## config.mk

```make
export PLATFORM = sky130hd
export DESIGN_NAME = clock_divide_monitor
export DESIGN_NICKNAME = d
export VERILOG_FILES = /design/src/rtl/clk_div_pkg.sv /design/src/rtl/sync_rise_detect.sv /design/src/rtl/clock_divide_monitor.sv
export SDC_FILE = /design/constraint.sdc
export NUM_CORES = 1
export LEC_CHECK = 0
export ABC_AREA = 1
export BUFFER_PORTS_ARGS = -buffer_cell sky130_fd_sc_hd__buf_2
export CAP_MARGIN = 25
export CORE_MARGIN = 4
export CORE_UTILIZATION = 45
export DETAILED_ROUTE_END_ITERATION = 8
export HOLD_SLACK_MARGIN = 0.05
export PLACE_DENSITY = 0.65
export REMOVE_ABC_BUFFERS = 1
export SLEW_MARGIN = 25
export SYNTH_ARGS = -nofsm -noshare
export SYNTH_HDL_FRONTEND = slang
export SYNTH_SLANG_ARGS = --single-unit
export TNS_END_PERCENT = 50
```

## constraint.sdc

```tcl
create_clock -name clkin -period 2.46 [get_ports clkin]
set_input_delay 0.492 -clock clkin [delete_from_list [all_inputs] [get_ports clkin]]
set_output_delay 0.492 -clock clkin [all_outputs]
set_load 0.005 [all_outputs]
```

## src/rtl/clk_div_pkg.sv

```systemverilog
// ---------------------------------------------------------------------------
// clk_div_pkg
// Shared types and defaults for the divided-clock monitor.
//   mon_state_t     : monitor FSM states (IDLE, MEASURE, LOCKED)
//   *_DEF constants : default parameter values for clock_divide_monitor
//   period_ok()     : judges one measured cycle against the expected divide
// ---------------------------------------------------------------------------
package clk_div_pkg;

    typedef enum logic [1:0] {
        IDLE    = 2'd0,
        MEASURE = 2'd1,
        LOCKED  = 2'd2
    } mon_state_t;

    localparam int DIV_DEF        = 3;
    localparam int CNT_W_DEF      = 8;
    localparam int LOCK_COUNT_DEF = 4;
    localparam int TIMEOUT_DEF    = 12;

    // A cycle is good when its period matches the divide ratio and its high
    // time is within half a source cycle of 50% duty (odd ratios allow
    // either floor or ceil of DIV/2).
    function automatic logic period_ok(input int meas_period,
                                       input int meas_high,
                                       input int div);
        return (meas_period == div) &&
               (meas_high >= (div / 2)) &&
               (meas_high <= ((div + 1) / 2));
    endfunction

endpackage

```

## src/rtl/sync_rise_detect.sv

```systemverilog
// ---------------------------------------------------------------------------
// sync_rise_detect
// Brings an asynchronous level into the clkin domain through a two-flop
// synchronizer (s1, s2), keeps one history flop (s3) and flags a rising edge
// when s2 is high and s3 is still low.
//   clkin    : source clock
//   reset    : synchronous, active-low reset
//   async_in : asynchronous input level
//   level    : synchronized level (s2)
//   rise     : one-cycle pulse on a synchronized 0->1 transition
// ---------------------------------------------------------------------------
module sync_rise_detect (
    input  logic clkin,
    input  logic reset,
    input  logic async_in,
    output logic level,
    output logic rise
);

    logic s1_q, s2_q, s3_q;
    logic s1_d, s2_d, s3_d;

    always_comb begin
        s1_d = async_in;
        s2_d = s1_q;
        s3_d = s2_q;
    end

    always_ff @(posedge clkin) begin
        if (!reset) begin
            s1_q <= 1'b0;
            s2_q <= 1'b0;
            s3_q <= 1'b0;
        end else begin
            s1_q <= s1_d;
            s2_q <= s2_d;
            s3_q <= s3_d;
        end
    end

    assign level = s2_q;
    assign rise  = s2_q & ~s3_q;

endmodule

```

## src/rtl/clock_divide_monitor.sv

```systemverilog
// ---------------------------------------------------------------------------
// clock_divide_monitor
// Receiving-end checker for a divided clock. Measures the period and high
// time of each div_clk cycle in clkin cycles, declares lock after a run of
// good periods and reports bad periods and a stuck clock.
//   clkin      : source clock, the only clock
//   reset      : synchronous, active-low reset
//   div_clk    : divided clock under test (asynchronous data)
//   period     : last measured period in clkin cycles
//   high_cnt   : clkin cycles div_clk was high in the last period
//   meas_valid : one-cycle pulse when period/high_cnt update
//   locked     : LOCK_COUNT consecutive good periods since the last error
//   err        : one-cycle pulse on a bad period or a stuck timeout
//   stuck      : no rising edge for TIMEOUT cycles, held until the next rise
//   err_cnt    : saturating count of err pulses
// ---------------------------------------------------------------------------
module clock_divide_monitor
    import clk_div_pkg::*;
#(
    parameter int DIV        = DIV_DEF,
    parameter int CNT_W      = CNT_W_DEF,
    parameter int LOCK_COUNT = LOCK_COUNT_DEF,
    parameter int TIMEOUT    = TIMEOUT_DEF
) (
    input  logic             clkin,
    input  logic             reset,
    input  logic             div_clk,
    output logic [CNT_W-1:0] period,
    output logic [CNT_W-1:0] high_cnt,
    output logic             meas_valid,
    output logic             locked,
    output logic             err,
    output logic             stuck,
    output logic [CNT_W-1:0] err_cnt
);

    localparam logic [CNT_W-1:0] CNT_MAX  = {CNT_W{1'b1}};
    localparam logic [CNT_W-1:0] CNT_ONE  = CNT_W'(1);
    localparam int               RUN_W    = 4;
    localparam logic [RUN_W-1:0] RUN_ONE  = RUN_W'(1);
    localparam logic [RUN_W-1:0] LOCK_TGT = RUN_W'(LOCK_COUNT);

    logic sync_level;
    logic rise_pulse;

    sync_rise_detect u_sync (
        .clkin    (clkin),
        .reset    (reset),
        .async_in (div_clk),
        .level    (sync_level),
        .rise     (rise_pulse)
    );

    // Measurement counters and the one-stage event pipeline feeding the FSM.
    logic [CNT_W-1:0] cyc_q, cyc_d;
    logic [CNT_W-1:0] high_q, high_d;
    logic [CNT_W-1:0] cap_period_q, cap_period_d;
    logic [CNT_W-1:0] cap_high_q, cap_high_d;
    logic             rise_p_q, rise_p_d;
    logic             good_p_q, good_p_d;
    logic             timeout_p_q, timeout_p_d;

    // Both counters restart at 1 on a rise: the rise cycle itself is the
    // first cycle of the new period and s2 is known high in it. The window
    // just closed is captured and judged here, and the FSM acts on it one
    // cycle later so that reporting and timeouts share the same timing.
    // A rise on the timeout cycle wins over the timeout.
    always_comb begin
        cyc_d        = cyc_q;
        high_d       = high_q;
        cap_period_d = cap_period_q;
        cap_high_d   = cap_high_q;
        rise_p_d     = rise_pulse;
        good_p_d     = 1'b0;
        timeout_p_d  = 1'b0;

        if (rise_pulse) begin
            cyc_d        = CNT_ONE;
            high_d       = CNT_ONE;
            cap_period_d = cyc_q;
            cap_high_d   = high_q;
            good_p_d     = period_ok(int'(cyc_q), int'(high_q), DIV);
        end else begin
            if (cyc_q != CNT_MAX) begin
                cyc_d = cyc_q + CNT_ONE;
            end
            if (sync_level && (high_q != CNT_MAX)) begin
                high_d = high_q + CNT_ONE;
            end
            timeout_p_d = (int'(cyc_q) == TIMEOUT);
        end
    end

    always_ff @(posedge clkin) begin
        if (!reset) begin
            cyc_q        <= '0;
            high_q       <= '0;
            cap_period_q <= '0;
            cap_high_q   <= '0;
            rise_p_q     <= 1'b0;
            good_p_q     <= 1'b0;
            timeout_p_q  <= 1'b0;
        end else begin
            cyc_q        <= cyc_d;
            high_q       <= high_d;
            cap_period_q <= cap_period_d;
            cap_high_q   <= cap_high_d;
            rise_p_q     <= rise_p_d;
            good_p_q     <= good_p_d;
            timeout_p_q  <= timeout_p_d;
        end
    end

    // Monitor FSM with registered outputs.
    mon_state_t       state_q, state_d;
    logic [RUN_W-1:0] good_run_q, good_run_d;
    logic [CNT_W-1:0] period_q, period_d;
    logic [CNT_W-1:0] high_cnt_q, high_cnt_d;
    logic [CNT_W-1:0] err_cnt_q, err_cnt_d;
    logic             meas_valid_q, meas_valid_d;
    logic             locked_q, locked_d;
    logic             err_q, err_d;
    logic             stuck_q, stuck_d;

    // The first rise out of IDLE only opens a window, so nothing is reported
    // for it. In LOCKED the good run is already complete and is left alone.
    always_comb begin
        state_d      = state_q;
        good_run_d   = good_run_q;
        period_d     = period_q;
        high_cnt_d   = high_cnt_q;
        err_cnt_d    = err_cnt_q;
        meas_valid_d = 1'b0;
        locked_d     = locked_q;
        err_d        = 1'b0;
        stuck_d      = stuck_q;

        case (state_q)
            IDLE: begin
                if (rise_p_q) begin
                    state_d    = MEASURE;
                    stuck_d    = 1'b0;
                    good_run_d = '0;
                end
            end
            MEASURE, LOCKED: begin
                if (rise_p_q) begin
                    meas_valid_d = 1'b1;
                    period_d     = cap_period_q;
                    high_cnt_d   = cap_high_q;
                    if (good_p_q) begin
                        if (state_q == MEASURE) begin
                            good_run_d = good_run_q + RUN_ONE;
                            if ((good_run_q + RUN_ONE) == LOCK_TGT) begin
                                state_d  = LOCKED;
                                locked_d = 1'b1;
                            end
                        end
                    end else begin
                        err_d      = 1'b1;
                        good_run_d = '0;
                        locked_d   = 1'b0;
                        state_d    = MEASURE;
                    end
                end else if (timeout_p_q) begin
                    err_d      = 1'b1;
                    stuck_d    = 1'b1;
                    locked_d   = 1'b0;
                    good_run_d = '0;
                    state_d    = IDLE;
                end
            end
            default: begin
                state_d = IDLE;
            end
        endcase

        if (err_d && (err_cnt_q != CNT_MAX)) begin
            err_cnt_d = err_cnt_q + CNT_ONE;
        end
    end

    always_ff @(posedge clkin) begin
        if (!reset) begin
            state_q      <= IDLE;
            good_run_q   <= '0;
            period_q     <= '0;
            high_cnt_q   <= '0;
            err_cnt_q    <= '0;
            meas_valid_q <= 1'b0;
            locked_q     <= 1'b0;
            err_q        <= 1'b0;
            stuck_q      <= 1'b0;
        end else begin
            state_q      <= state_d;
            good_run_q   <= good_run_d;
            period_q     <= period_d;
            high_cnt_q   <= high_cnt_d;
            err_cnt_q    <= err_cnt_d;
            meas_valid_q <= meas_valid_d;
            locked_q     <= locked_d;
            err_q        <= err_d;
            stuck_q      <= stuck_d;
        end
    end

    assign period     = period_q;
    assign high_cnt   = high_cnt_q;
    assign meas_valid = meas_valid_q;
    assign locked     = locked_q;
    assign err        = err_q;
    assign stuck      = stuck_q;
    assign err_cnt    = err_cnt_q;

endmodule

```

-- After elaboration in Yosys (flattened, before gate mapping)
Cells that the tools add are included.
- word-level logic and storage cells: 95
- output and inout port bits: 28
- input bits: 3
- register bits after elaboration: 72
- reduce and logical (&&, ||, !) cells: 18
- $add $sub $neg: 4
- mux-type cells: 31
- order comparisons: 2
- bitwise operators: 3
- equal/unequal tests: 16
- operators by type and width (cell ; number):
    $add A8 B1 Y8 const B ; 3
    $ne A8 B8 Y1 const B ; 3
    $mux W4 ; 5
    $mux W1 ; 17
    $reduce_and A4 Y1 ; 4
    $mux W2 ; 6
    $eq A8 B3 Y1 const B ; 1
    $eq A8 B5 Y1 const B ; 1
    $ge A8 B1 Y1 const B ; 1
    $le A8 B2 Y1 const B ; 1
    $ne A4 B4 Y1 const B ; 2
    $pmux W4 S2 ; 1
    $reduce_bool A2 Y1 ; 4
    $ne A2 B2 Y1 const B ; 3
    $ne A3 B2 Y1 const B ; 2
    $reduce_and A2 Y1 ; 3
    $add A4 B1 Y4 const B ; 1
    $eq A4 B3 Y1 const B ; 1
    $logic_and A1 B1 Y1 ; 4
    $pmux W2 S2 ; 1
    $reduce_or A2 Y1 ; 2
    $ne A3 B3 Y1 const B ; 1
    $eq A2 B1 Y1 const B ; 1
    $eq A2 B2 Y1 const B ; 1
    4 further kinds ; 5

-- Logic depth before layout (Yosys ltp)
- depth after elaboration: 7
- depth in mapped cells: 10
- depth with buffers taken out: 10

-- Cells and area by module
From an unflattened synthesis, not the netlist that was laid out.
- cells, all modules: 411
- area total of the unflattened synthesis: 3185.6 um2
- by module, submodules not included (module ; cells each ; instances ; sequential area each (um2) ; area each (um2)):
    clock_divide_monitor ; 400 ; 1 ; 1381.3 ; 3093.0
    sync_rise_detect ; 11 ; 1 ; 60.1 ; 92.6

-- Least setup slack after synthesis
OpenSTA, ideal clock, no wires.
- path kind: reg-to-reg
- start point: reg state_q[0]
- end point: reg err_cnt_q[6] (netlist: err_cnt[6])
- data arrival time: 1.398 ns
- path buffers: 0
- clock period less this slack: 1.517 ns
- stages on the path, launching flop included: 10
- required time: 2.341 ns
- setup time: 0.119 ns
- slack: 0.943 ns
- cells stage by stage: dfxtp_1 > inv_1 > ha_1 > nand2_1 > nand2_1 > nand2_1 > inv_1 > nand3_1 > o21ai_0 > a21oi_1
- cells in the longest elaborated chain, start to end: 4
- elaborated cells between the ends (all ways): 5
- classes of those cells: eq/ne (2); mux (1); reduce/logical (2)
- RTL lines (element ; RTL line ; RTL):
    start: declaration ; clock_divide_monitor.sv:115 ; mon_state_t state_q, state_d;
    start signal: assignment ; clock_divide_monitor.sv:195 ; state_q <= state_d;
    $eq A2 B1 Y1 or $eq A2 B2 Y1 (tied branches) ; clock_divide_monitor.sv:138 ; case (state_q)
    $reduce_or A2 Y1 * ; clock_divide_monitor.sv:138 ;
    $mux W1 * ; clock_divide_monitor.sv:138 ;
    $logic_and A1 B1 Y1 * ; clock_divide_monitor.sv:178 ; if (err_d && (err_cnt_q != CNT_MAX)) begin
    end signal: assignment ; clock_divide_monitor.sv:199 ; err_cnt_q <= err_cnt_d;
    end: declaration ; clock_divide_monitor.sv:119 ; logic [CNT_W-1:0] err_cnt_q, err_cnt_d;
Mark *: on every way between the ends. The rest lies on a longest branch, timed or not.
A chain may end at the register's enable or synchronous reset.

-- Final worst setup path
- start point: reg state_q[0]
- end point: reg period_q[7] (netlist: period[7])
- cells in the longest elaborated chain, start to end: 3
- elaborated cells between the ends (all ways): 4
- classes of those cells: eq/ne (2); reduce/logical (2)
- RTL lines (element ; RTL line ; RTL):
    $eq A2 B1 Y1 or $eq A2 B2 Y1 (tied branches) ; clock_divide_monitor.sv:138 ;
    $reduce_or A2 Y1 * ; clock_divide_monitor.sv:138 ;
    $reduce_and A2 Y1 (no source line) * ; - ;
    end signal: assignment ; clock_divide_monitor.sv:197 ; period_q <= period_d;
    end: declaration ; clock_divide_monitor.sv:117 ; logic [CNT_W-1:0] period_q, period_d;
Marks and branches as above.

==> out/qor.csv <==
stage,metric,value,unit
grt,first-pass GRT wire length,10700,um
synthesis,ys async rst share,0,
worst_setup_path,crit-path max FO,24,
grt,initial antenna violation count,0,
place,# port buffers,30,
grt,Tot GR Track Use,0.1610,
die,DIE AREA,8327,um^2
worst_setup_path,worst-path cell chain,inv_1 > ha_1 > nand2_1 > inv_1 > o21ai_0 > a21oi_1,
place,Final Wtd Congestion,0.8253,
synthesis,sequential area share after synthesis,0.4621,
timing,f_max,491.8,MHz
hold_path,hold depth,3,
detailed_routing,Via Count,2553,
detailed_routing,first drt pass iteration count,4,
finish,synthesis-to-finish area growth,13.40,%
clock_network,Post-CTS Hold Buffers,0,
die,FP Rows,30,
hold_path,Hold Crit Start,div_clk,
worst_setup_path,crit-path max cell delay,630,ps
synthesis,Syn Inst Count,401,
timing,Slew @ Worst Pin,744.5,ps
finish,Final Util,0.5235,
worst_setup_path,Most common cell on crit path,inv_1,
timing,Slew HR,0.5031,
synthesis,post-synth cell types,35,
timing,final setup vio count,0,
detailed_routing,initial DRC count,83,
finish,"commonest non-fill, non-tap cells in the layout","dfxtp_1 (72), nand2_1 (71), inv_1 (56)",
worst_setup_path,CP Capture Type,flip-flop,
worst_setup_path,"CP delay by family, top",buffers and inverters,
worst_setup_path,FF-to-FF Start,state_q[0],
clock_network,Root Buffer,clkbuf_8,
synthesis,Post-synth EDFFs,0,
finish,Fillers,677,
timing,final setup margin,426.5,ps
die,Vert. Die Dim,91.26,um
clock_network,PostCTS Resize Cnt,0,
grt,number of global-route vias before repair,2327,
clock_network,Clock Path Buffers,2,
power_and_ir_drop,pwr dens,769.4,nW/um^2
die,num ports,31,
finish,antenna fix cells,0,
detailed_routing,Total Routed Length,6275,um
detailed_routing,met3 WL,287,um
place,Setup Slack @ Placement,459.5,ps
power_and_ir_drop,total power,2.721,mW
clock_network,Post-CTS Setup Inserts,0,
synthesis,syn_area_per_cell,7.779,um^2
detailed_routing,M1 wire length,3028,um
worst_setup_path,Reg2Reg Depth,6,
timing,RSZ-0062 raised after global routing,false,
die,Initial Util,0.4617,
detailed_routing,met2 routed WL,2878,um
timing,final worst-path cycle share,0.8266,
clock_network,CTS Sinks,72,
clock_network,worst skew pair latency,340,ps
timing,crit path time final,2033,ps
die,core box area,6756,um^2
timing,setup_tns,0,ps
detailed_routing,DR top layer,met4,
power_and_ir_drop,Max rail drop VDD,0.0004974,V
timing,Hold Slack,326.6,ps
finish,"commonest non-fill, non-tap cell in the layout",dfxtp_1,
worst_setup_path,CP Class,flip-flop to flip-flop,
finish,fin area,3537,um^2
worst_setup_path,worst endpoint required time,2730,ps
grt,largest net degree at the start of global routing,25,
timing,final slew viol count,0,
finish,fraction of final layout cells sized beyond drive strength 1,0.1481,
place,Placed Cells,503,
worst_setup_path,crit start category,flip-flop,
timing,Final Hold Vio Count,0,
grt,grt ovf,0,
detailed_routing,Wirelength per Cell,12.09,um
hold_path,Min-Delay Path Class,input port to flip-flop,
worst_setup_path,Buf/Inv on CP,2,
finish,Nets,450,
worst_setup_path,crit path launch,state_q[0],
worst_setup_path,critical path's slowest cell,inv_1,
detailed_routing,Antenna Violating Nets Remaining,0,
clock_network,maximum level of the CTS H-tree,3,
detailed_routing,via/cell ratio,4.919,
timing,Final Skew,6.256,ps
detailed_routing,post-route DRC violation count,0,
clock_network,CTS tree,done,
synthesis,Yosys warning total,0,
status,status,"finished, final reports clean",
power_and_ir_drop,leak pwr,1.578,nW
synthesis,Yosys reg bits,72,
job,maxcap violations,0,
place,Post-DP HPWL,4352,um
clock_network,"CTS clk-pin slew, worst paths",70,ps
worst_setup_path,Worst EP arrival,2300,ps
place,DP Area,3319,um^2
worst_setup_path,Crit path depth,6,
synthesis,synthesized cell area,3119,um^2
finish,Post-Layout Cell Count,519,
clock_network,CTS Buf Count,9,
die,die width,91.26,um
synthesis,Synth Flop Type,dfxtp_1,
==> worst reg2reg max path: stages (launching register included) <==
cell and delay [ps]:
dfxtp_1 380, inv_1 80, ha_1 330, nand2_1 220
inv_1 630, o21ai_0 170, a21oi_1 150
==> final timing paths <==
kind	endpoint	slack [ps]
max	period[7]	430
min	u_sync.s1_q	330
max reg2reg	period[7]	430
min reg2reg	u_sync.level	420
==> power breakdown <==
part | leakage (nW) | internal, mW | total, mW | switching [mW]
Sequential | 0.583 | 1.24 | 1.30 | 0.0620
Clock | 0.113 | 0.579 | 1.00 | 0.423
Combinational | 0.882 | 0.146 | 0.418 | 0.271
Total | 1.58 | 1.97 | 2.72 | 0.756
==> flip-flops by register name (all words and copies together) (netlist names), 2 cells and up <==
signal / count
high_cnt: 8
period: 8
err_cnt: 8
good_run_q: 4
high_q: 8
state_q: 2
cap_high_q: 8
cyc_q: 8
cap_period_q: 8
==> area by class of cell <==
class / count / area [um^2] / area share
sequential: 72 / 1441 / 0.4075
multi-input combinational: 259 / 1391 / 0.3933
inverter: 61 / 229.0 / 0.06473
clock buffer: 14 / 182.7 / 0.05164
timing repair buffer: 31 / 157.7 / 0.04457
tap: 80 / 100.1 / 0.02830
clock inverter: 2 / 35.03 / 0.009904
==> routing by layer <==
layer	vias up	track usage
li1	1357	-
met1	1145	0.1998
met2	43	0.2569
met3	8	0.05717
met4	0	0.05905
met5	-	0
==> cell families after synthesis <==
group / share of synthesized area
AOI/OAI and AO/OA: 0.1516
buffers and inverters: 0.09186
adders and majority gates: 0.05215
xor gates and xnor gates: 0.01685
DFF: 0.4621
and+or+nand+nor: 0.2254
==> synthesized netlist by cell type, types with 5 or more instances <==
library cell	n	area share
o21ai_1	10	0.016
inv_1	56	0.067
nand3_1	17	0.027
o22ai_1	8	0.016
dfxtp_1	72	0.46
ha_1	13	0.052
o21ai_0	31	0.050
nand2_2	6	0.012
nand2_1	71	0.085
a21oi_1	33	0.053
nor2_1	39	0.047
xor2_1	5	0.014
Note: power is estimated with default switching activity, not from simulation.
